$ cat config.mk
export PLATFORM = sky130hd
export DESIGN_NAME = prio_req_server_flat
export DESIGN_NICKNAME = d
export VERILOG_FILES = /design/src/rtl/prio_req_server_if.sv /design/src/rtl/prio_req_server.sv /design/src/flat_wrapper.sv
export SDC_FILE = /design/constraint.sdc
export NUM_CORES = 1
export LEC_CHECK = 0
export CORE_MARGIN = 4
export CORE_UTILIZATION = 41
export DETAILED_ROUTE_END_ITERATION = 12
export GPL_ROUTABILITY_DRIVEN = 0
export GPL_TIMING_DRIVEN = 0
export PLACE_DENSITY = 0.72
export SLEW_MARGIN = 20
export SYNTH_ARGS = -nofsm -noshare
export SYNTH_HDL_FRONTEND = slang
export SYNTH_SLANG_ARGS = --single-unit
export TNS_END_PERCENT = 30
$ cat constraint.sdc
create_clock -name clk -period 1.2 [get_ports clk]
set_input_delay 0.36 -clock clk [delete_from_list [all_inputs] [get_ports clk]]
set_output_delay 0.36 -clock clk [all_outputs]
set_load 0.01 [all_outputs]
$ cat src/rtl/prio_req_server_if.sv
// Request/offer bundle between a requester-side driver and prio_req_server.
// The master drives raw requests and consumer handshake; the slave returns offer state.
interface prio_req_server_if;
  logic [3:0] req;
  logic       ready;
  logic       clr_ovf;
  logic [3:0] pend;
  logic [1:0] code;
  logic       valid;
  logic       ovf;
  logic [7:0] cnt;

  modport master (
    output req, ready, clr_ovf,
    input  pend, code, valid, ovf, cnt
  );

  modport slave (
    input  req, ready, clr_ovf,
    output pend, code, valid, ovf, cnt
  );
endinterface

$ cat src/rtl/prio_req_server.sv
// Captures request lines into a sticky pending vector and serves them one at a time,
// highest index first, with a mandatory idle cycle after every accepted offer.
module prio_req_server #(
  parameter int unsigned EDGE = 1
) (
  input  logic                clk,
  input  logic                rst,
  prio_req_server_if.slave    bus
);

  typedef enum logic [1:0] {
    IDLE  = 2'd0,
    OFFER = 2'd1,
    GAP   = 2'd2
  } state_t;

  state_t     state_q, state_d;
  logic [3:0] req_q;
  logic [3:0] pend_q, pend_d;
  logic [1:0] code_q, code_d;
  logic       valid_q, valid_d;
  logic       ovf_q, ovf_d;
  logic [7:0] cnt_q, cnt_d;

  logic [3:0] cap;
  logic [3:0] clr;
  logic       accept;
  logic       ovf_set;

  function automatic logic [1:0] prio_enc(input logic [3:0] v);
    logic [1:0] idx;
    idx = 2'd0;
    if (v[3])      idx = 2'd3;
    else if (v[2]) idx = 2'd2;
    else if (v[1]) idx = 2'd1;
    else           idx = 2'd0;
    return idx;
  endfunction

  function automatic logic [3:0] onehot(input logic [1:0] idx);
    return 4'b0001 << idx;
  endfunction

  // Capture, pending update and overflow detection
  always_comb begin
    cap     = (EDGE != 0) ? (bus.req & ~req_q) : bus.req;
    accept  = (state_q == OFFER) && bus.ready;
    clr     = accept ? onehot(code_q) : 4'b0000;
    // A fresh capture on the bit being cleared re-arms it rather than overflowing.
    pend_d  = (pend_q & ~clr) | cap;
    ovf_set = |(cap & pend_q & ~clr);
    ovf_d   = ovf_set | (ovf_q & ~bus.clr_ovf);
    cnt_d   = accept ? (cnt_q + 8'd1) : cnt_q;
  end

  // Offer sequencing; decisions use the registered pending vector
  always_comb begin
    state_d = state_q;
    code_d  = code_q;
    unique case (state_q)
      IDLE: begin
        if (pend_q != 4'b0000) begin
          state_d = OFFER;
          code_d  = prio_enc(pend_q);
        end
      end
      OFFER: begin
        if (bus.ready) state_d = GAP;
      end
      GAP: begin
        if (pend_q != 4'b0000) begin
          state_d = OFFER;
          code_d  = prio_enc(pend_q);
        end else begin
          state_d = IDLE;
        end
      end
      default: state_d = IDLE;
    endcase
    valid_d = (state_d == OFFER);
  end

  // Register stage; req_q keeps tracking req through reset so a held level is no edge
  always_ff @(posedge clk) begin
    req_q <= bus.req;
    if (rst) begin
      state_q <= IDLE;
      pend_q  <= 4'b0000;
      code_q  <= 2'd0;
      valid_q <= 1'b0;
      ovf_q   <= 1'b0;
      cnt_q   <= 8'd0;
    end else begin
      state_q <= state_d;
      pend_q  <= pend_d;
      code_q  <= code_d;
      valid_q <= valid_d;
      ovf_q   <= ovf_d;
      cnt_q   <= cnt_d;
    end
  end

  assign bus.pend  = pend_q;
  assign bus.code  = code_q;
  assign bus.valid = valid_q;
  assign bus.ovf   = ovf_q;
  assign bus.cnt   = cnt_q;

endmodule

$ cat src/flat_wrapper.sv
// flat-port wrapper written by rule: the top's interface ports become plain ports
module prio_req_server_flat 
#(
  parameter int unsigned EDGE = 1
)
  (clk, rst, bus_req, bus_ready, bus_clr_ovf, bus_pend, bus_code, bus_valid, bus_ovf, bus_cnt);
  prio_req_server_if bus_i ();
  input  logic clk;
  input  logic rst;
  input wire logic [$bits(bus_i.req)-1:0] bus_req;
  input wire logic [$bits(bus_i.ready)-1:0] bus_ready;
  input wire logic [$bits(bus_i.clr_ovf)-1:0] bus_clr_ovf;
  output wire logic [$bits(bus_i.pend)-1:0] bus_pend;
  output wire logic [$bits(bus_i.code)-1:0] bus_code;
  output wire logic [$bits(bus_i.valid)-1:0] bus_valid;
  output wire logic [$bits(bus_i.ovf)-1:0] bus_ovf;
  output wire logic [$bits(bus_i.cnt)-1:0] bus_cnt;
  assign bus_i.req = bus_req;
  assign bus_i.ready = bus_ready;
  assign bus_i.clr_ovf = bus_clr_ovf;
  assign bus_pend = bus_i.pend;
  assign bus_code = bus_i.code;
  assign bus_valid = bus_i.valid;
  assign bus_ovf = bus_i.ovf;
  assign bus_cnt = bus_i.cnt;
  prio_req_server #(.EDGE(EDGE)) u_core (.clk(clk), .rst(rst), .bus(bus_i));
endmodule
==> key figures <==
Layout
  • Register area: 475 µm²
  • Diode count: 0
  • Final nets: 152
  • Post-route cell area: 1310 µm²
  • Final Non-Filler Cells: 168
  • Fill count: 184
  • Layout cells sized above 1: 0.461
  • Area of the multi-input gates: 453 µm²
  • Area Growth Syn to Fin: 46.5%
  • Final core utilization: 0.645

STA
  • Rel. slew slack: 0.784
  • Clock skew: 0.00182 ns
  • Hold Fails Final Rpt: 0
  • Sum Neg Setup Slack: -0.0218 ns
  • RSZ-0062 raised after global routing: true
  • Final period demand of the worst path: 1.22 ns
  • Tcrit/Tclk final: 1.02
  • Worst-margin pin slew: 0.321 ns
  • Smallest setup slack after layout: -0.0218 ns
  • Fmax: 818 MHz
  • Final slew viol count: 0
  • Endpoints failing setup: 1

Placement
  • Area after DPL: 1150 µm²
  • PortBufs: 23
  • Hpwl dp: 1340 µm
  • Post-Place Cells: 148

Logic synthesis
  • Syn Area/Cell: 9.09 µm²
  • Register area share after synthesis: 0.494
  • Mapped Area: 891 µm²
  • Leading post-synthesis cells by cell area: dfxtp_1 49%, a21oi_1 6.7%, nor2_1 5.9%, nand2b_1 4.2%, xnor2_1 2.9%
  • Cells after Synth: 98
  • Ys Warns: 0
  • Mapped Nets: 107
  • Post-synth top area cell: dfxtp_1
  • Yosys reg bits: 22
  • Yosys top cell area share: 0.494
  • Unique masters post-synth: 28

Worst setup path
  • Critical path's slowest cell: dfxtp_2
  • R2r startpoint: u_core.state_q[1]
  • CP startpoint kind: register
  • CP Buf/Inv Count: 1
  • Max incr delay on CP: 0.34 ns
  • Worst Path Arrival: 1.40 ns
  • Crit path max fanout: 5
  • Critical path's top delay family: flip-flops
  • Worst EP required: 1.38 ns
  • Crit-path cells: and3b_2 -> buf_6 -> nand2_4 -> o31ai_4 -> o311ai_1
  • Crit end category: register
  • Critical path origin: u_core.state_q[1]
  • Critical path class: register to register

Outcome
  • Failing checks: setup timing
  • Status: complete, but fails checks

Clock tree
  • Clock Latency Late Sink: 0.29 ns
  • Clock transition at the registers of the reported paths: 0.11 ns
  • Clock Sinks: 22
  • H-Tree Depth: 1
  • CTS Buf Count: 3
  • Hold_buf cts: 0
  • CTS tree: done
  • CTS Root Cell: clkbuf_4
  • CTS Buffer Depth: 2

GRT
  • Largest net degree at the start of global routing: 12
  • Congestion Overflow GR: 0
  • Number of global-route vias before repair: 816
  • Total GRT Usage: 0.161
  • First-pass GRT wire length: 3450 µm
  • Initial antenna violation count: 0

Floorplanning
  • Initial Util: 0.441
  • Full die area: 2980 µm²
  • Core box area: 2020 µm²
  • FP Rows: 16
  • Die Y: 54.6 µm
  • Chip width: 54.6 µm
  • I/O pin cnt: 24

Routing
  • Vias per cell: 4.99
  • Routed wire length per instance: 12.9 µm
  • Drt first pass iters: 4
  • Final antenna-violating net count: 0
  • Initial drt markers: 8
  • Via Count: 839
  • DRC violations left: 0
  • Detailed Route WL: 2170 µm

Power and ir drop
  • Leak Pwr: 0.000583 µW
  • Reg power frac: 0.561
  • Pint: 1050 µW
  • Pwr Density: 1090 nW/µm²
  • Clock share of power: 0.225
  • Pwr Total: 1420 µW
  • Maximum VDD drop: 0.819 mV
  • Combinational group share of total power: 0.214
  • Sw frac: 0.263
  • Switching pwr: 373 µW

Min path
  • HP Class: register to register
  • Hold Path Origin: u_core.req_q[1]

Job
  • Maxcap violations: 0
## registers in the layout (all words and copies together) (netlist names)
name	flops
u_core.bus.cnt	8
u_core.bus.pend	4
u_core.req_q	4
u_core.bus.code	2
u_core.state_q	2
u_core.bus.ovf	1
u_core.bus.valid	1
## cells by family (layout without fill, tap and decap cells)
kind of cell             Yosys count  in the layout  synth area share
flip-flops                        22             22             0.494
AO/OA/AOI/OAI                     25             25             0.167
XOR/XNOR                           6              6            0.0590
adder cells (fa/ha/maj)            1              1            0.0140
AND/OR/NAND/NOR                   39             39             0.236
buffers and inverters              5             48            0.0295
## worst register-to-register path: stages (launching register included)
cell	delay [ns]
dfxtp_2	0.34
and3b_2	0.26
buf_6	0.13
nand2_4	0.06
o31ai_4	0.20
o311ai_1	0.12
## cell usage in the layout, fill, tap and decap left out, types with 2 or more instances in the layout
cell type,count
xnor2_1,3
dfxtp_1,4
dfxtp_4,5
nand4_1,3
nand2b_1,6
clkbuf_4,5
a31oi_1,2
buf_4,15
dfxtp_2,13
inv_1,2
nor2_1,14
clkdlybuf4s50_1,6
xor2_1,3
o21ai_0,4
buf_2,17
nand3b_1,2
a21oi_1,12
nand2_1,5
o21ai_1,2
a21o_2,2
## per-stage QoR
step,worst slack (ns),hold slack [ns]
after global placement,-0.675,0.484
after global routing,-0.0700,0.521
after detailed placement,-0.701,0.495
after CTS,-0.0196,0.511
after floorplan,0.0197,0.388
final,-0.0218,0.512
## cells in the mapped netlist
| cell | number |
|---|---|
| dfxtp_1 | 22 |
| nand2_4 | 1 |
| ha_1 | 1 |
| nand2_1 | 5 |
| clkbuf_1 | 2 |
| xnor2_1 | 3 |
| nor2_1 | 14 |
| a21oi_1 | 12 |
| a21o_2 | 2 |
| nand3_1 | 1 |
| nand4_1 | 3 |
| inv_1 | 2 |
| nand2b_1 | 6 |
| buf_6 | 1 |
| o311ai_1 | 1 |
| nor3_1 | 2 |
| and3_1 | 1 |
| nand3b_2 | 1 |
| nand3b_1 | 2 |
| or3b_1 | 1 |
| a31oi_1 | 2 |
| o21ai_0 | 4 |
| xor2_1 | 3 |
| o21ai_1 | 2 |
| o31ai_2 | 1 |
| a211oi_1 | 1 |
| and3b_1 | 1 |
| or3_1 | 1 |
## layout make-up
cell class              instances  share of cell area
inverters                       2             0.00575
plain buffers                   3              0.0201
clock buffers                   3              0.0173
multi-input cells              71               0.347
well taps                      27              0.0259
flip-flops and latches         22               0.364
repair buffers                 40               0.220
## power groups by stage
stage,combinational (µW),sequential (µW),clock (µW)
floorplan,111,841,0
global placement,226,833,0
detailed placement,230,836,0
CTS,271,797,331
global route,331,802,359
finish,304,797,319
## timing repair
item	CTS	global route
hold endpoints to repair	0	0
endpoints found under the setup margin	30	6
pin swaps	2	1
setup buffers	14	2
resized for setup	90	7
cloned	1	0
## final timing paths
check | to | slack [ns] | depth (start not counted)
worst max-delay path | u_core.bus.ovf | -0.02 | 5
worst min-delay path | u_core.bus.pend[1] | 0.51 | 2
worst max register to register | u_core.bus.ovf | -0.02 | 5
worst min register to register | u_core.bus.pend[1] | 0.51 | 2
## per-layer routing
layer | GRT usage | wire length (µm) | vias to the layer above
met2 | 0.268 | 1020 | 20
met1 | 0.192 | 995 | 386
met5 | 0 | 0 | -
met4 | 0.0788 | 24 | 0
li1 | - | - | 429
met3 | 0.0354 | 126 | 4
Power figures use the tool's default switching activity.
==> patch (same settings) <==
Encoding of `state_t`: now one-hot (3 bits for 3 states).
--- a/src/rtl/prio_req_server.sv
+++ b/src/rtl/prio_req_server.sv
@@ -10,6 +10,6 @@
 
-  typedef enum logic [1:0] {
-    IDLE  = 2'd0,
-    OFFER = 2'd1,
-    GAP   = 2'd2
+  typedef enum logic [2:0] {
+    IDLE  = 3'b001,
+    OFFER = 3'b010,
+    GAP   = 3'b100
   } state_t;
Behaviour: same outputs for any inputs over 10 cycles, from zero or initial values and one cycle with rst high; not proved beyond that.
==> patch against the unedited design <==
  * The flow still finishes with violations (negative setup slack)
  * Routed wire length up 9.1%
  * Worst setup slack got worse by 0.062 ns
  * Global-route usage is 0.15 points lower
  * Area after synthesis increased by 10%
  * Sequential power rose by 8.2%
  * Cell area increased by 7.9%
  * Die area up 8.7%
  * Critical path depth up 1
  * Worst hold slack got worse by 0.30 ns
  * Clock power rose by 16%
  * Total power is 7.8% higher
  * Utilization down 2.1 points
  * Sequential cell count up 1
  * Critical path type unchanged
  * Largest cell class is now multi-input gates
==> patch: results (changes against the unedited design) <==
Global route
The number of global-route vias before repair is 893 (+9.4%). The maximum number of pins on one net before global-route repair was 13 (+1). The global-route wire length before repair was 4.140 mm (+20%).

The all-layer global routing usage is 0.1592 (-0.001548).

Hold path
The worst hold path stage count was 1 (-1). The startpoint identified for the worst hold timing path is bus_req[0]. The endpoint of the worst hold-timing path is u_core.req_q[0]$_DFF_P_.

The worst hold path belongs to the class in -> reg.

Yosys
The sequential fraction of the synthesis area is 0.4688 (-0.02559). The average cell area after synthesis is 9.536 sq um (+4.9%). The net count of the mapped netlist was 112 (+4.7%). In the post-synthesis netlist, the biggest area contributors are sky130_fd_sc_hd__dfxtp_1 (47%), sky130_fd_sc_hd__xnor2_1 (6.2%), sky130_fd_sc_hd__a21oi_1 (5.6%), sky130_fd_sc_hd__nor2_1 (4.6%), sky130_fd_sc_hd__nor4_4 (4.3%). Ranked by instance count, the synthesized netlist is headed by sky130_fd_sc_hd__dfxtp_1 (23), sky130_fd_sc_hd__nor2_1 (12), sky130_fd_sc_hd__a21oi_1 (11).

Status
The flow ran to the end, but the final reports show violations. The checks that failed: negative setup slack.

Setup path
The startpoint of the most critical setup path is u_core.state_q[2]$_SDFF_PP0_. The depth of the worst register-to-register path is 6 (+1). The highest net fanout along the worst path is 7 (+2). The capture point of the worst reg-to-reg path is u_core.bus.cnt[2]$_SDFFE_PP0P_. The highest cell delay on the worst timing path is 0.37 ns (+0.03 ns). The cell family with the largest share of critical-path delay is simple AND/OR/NAND/NOR gates.

STA
The setup total negative slack is -0.6031 ns (-0.5812 ns). The minimum hold slack is 0.2076 ns (-0.3040 ns). The post-layout worst setup margin is -0.08417 ns (-0.06232 ns). The number of failing setup endpoints in the final timing report is 14 (+13). The clock skew is 0.004709 ns (+0.002889 ns). The tightest slew margin relative to the limit is 0.8315 (+0.04799).

Placement
The setup slack after placement was -0.6966 ns (+0.003976 ns). The placed instance area is 1249 sq um (+8.1%). The placed wire-length estimate is 1.464 mm (+9.3%). The instance count after placement with tap cells included is 154 (+4.1%).

Drt
The violation count after the first detailed-route iteration is 9 (+1). The average wire length per cell after detail routing is 13.90 um (+7.8%).

Power and ir drop
The static leakage is 0.6017 nW (+3.2%). The maximum VDD drop is 0.7491 mV (-8.5%).

Clock tree
The latest clock arrival within the worst-skew pair is 0.32 ns (+0.03 ns).

Final layout
The fraction of layout cells with a size suffix above 1 is 0.4577 (-0.003246).
==> patch: cell count changes after synthesis, moves of 3 or more <==
| cell | delta |
|---|---|
| sky130_fd_sc_hd__nand4_1 | -3 |
| sky130_fd_sc_hd__nor3_1 | +3 |
| sky130_fd_sc_hd__xor2_1 | -3 |
| sky130_fd_sc_hd__nand2_1 | +4 |
| sky130_fd_sc_hd__xnor2_1 | +4 |
==> patch: cell families (layout without fill, tap and decap cells) <==
family,Yosys count,in the layout,synth area share
compound gates,20,20,0.1236
xor+xnor,7,7,0.06242
fa+ha+maj,1,1,0.01274
buf+inv,5,44,0.02676
flops,23,23,0.4688
mux,1,1,0.01019
simple gates,46,46,0.2955
==> patch: timing repair <==
action | 4_1_cts | 5_1_grt
endpoints found under the setup margin | 32 | 25
pin swaps | 6 | 1
setup buffers | 12 | 0
cloned | 0 | 0
gates resized for setup | 97 | 12
hold buffers | 0 | 0
==> patch: cell type report <==
| class | instances | area (sq um) |
|---|---|---|
| tap | 28 | 35.03 |
| clock buffer | 4 | 26.28 |
| inverter | 2 | 7.507 |
| fill | 196 | 847.1 |
| multi-input combinational | 75 | 556.8 |
| sequential | 23 | 494.2 |
| timing repair buffer | 35 | 257.7 |
| buffer | 3 | 30.03 |
==> patch: report_power, final <==
| part | switching (mW) | internal, mW | total (mW) | leakage [nW] |
|---|---|---|---|---|
| Combinational | 0.141 | 0.157 | 0.298 | 0.389 |
| Sequential | 0.0458 | 0.817 | 0.862 | 0.197 |
| Clock | 0.241 | 0.130 | 0.371 | 0.0150 |
| Total | 0.427 | 1.10 | 1.53 | 0.602 |
==> patch: metal layers <==
metal  GRT usage  wire [um]  share of wire
met4     0.04305         37          0.016
met3     0.03394        125          0.053
met5           0          0              0
met2      0.2855       1223           0.52
met1      0.1913        978           0.41
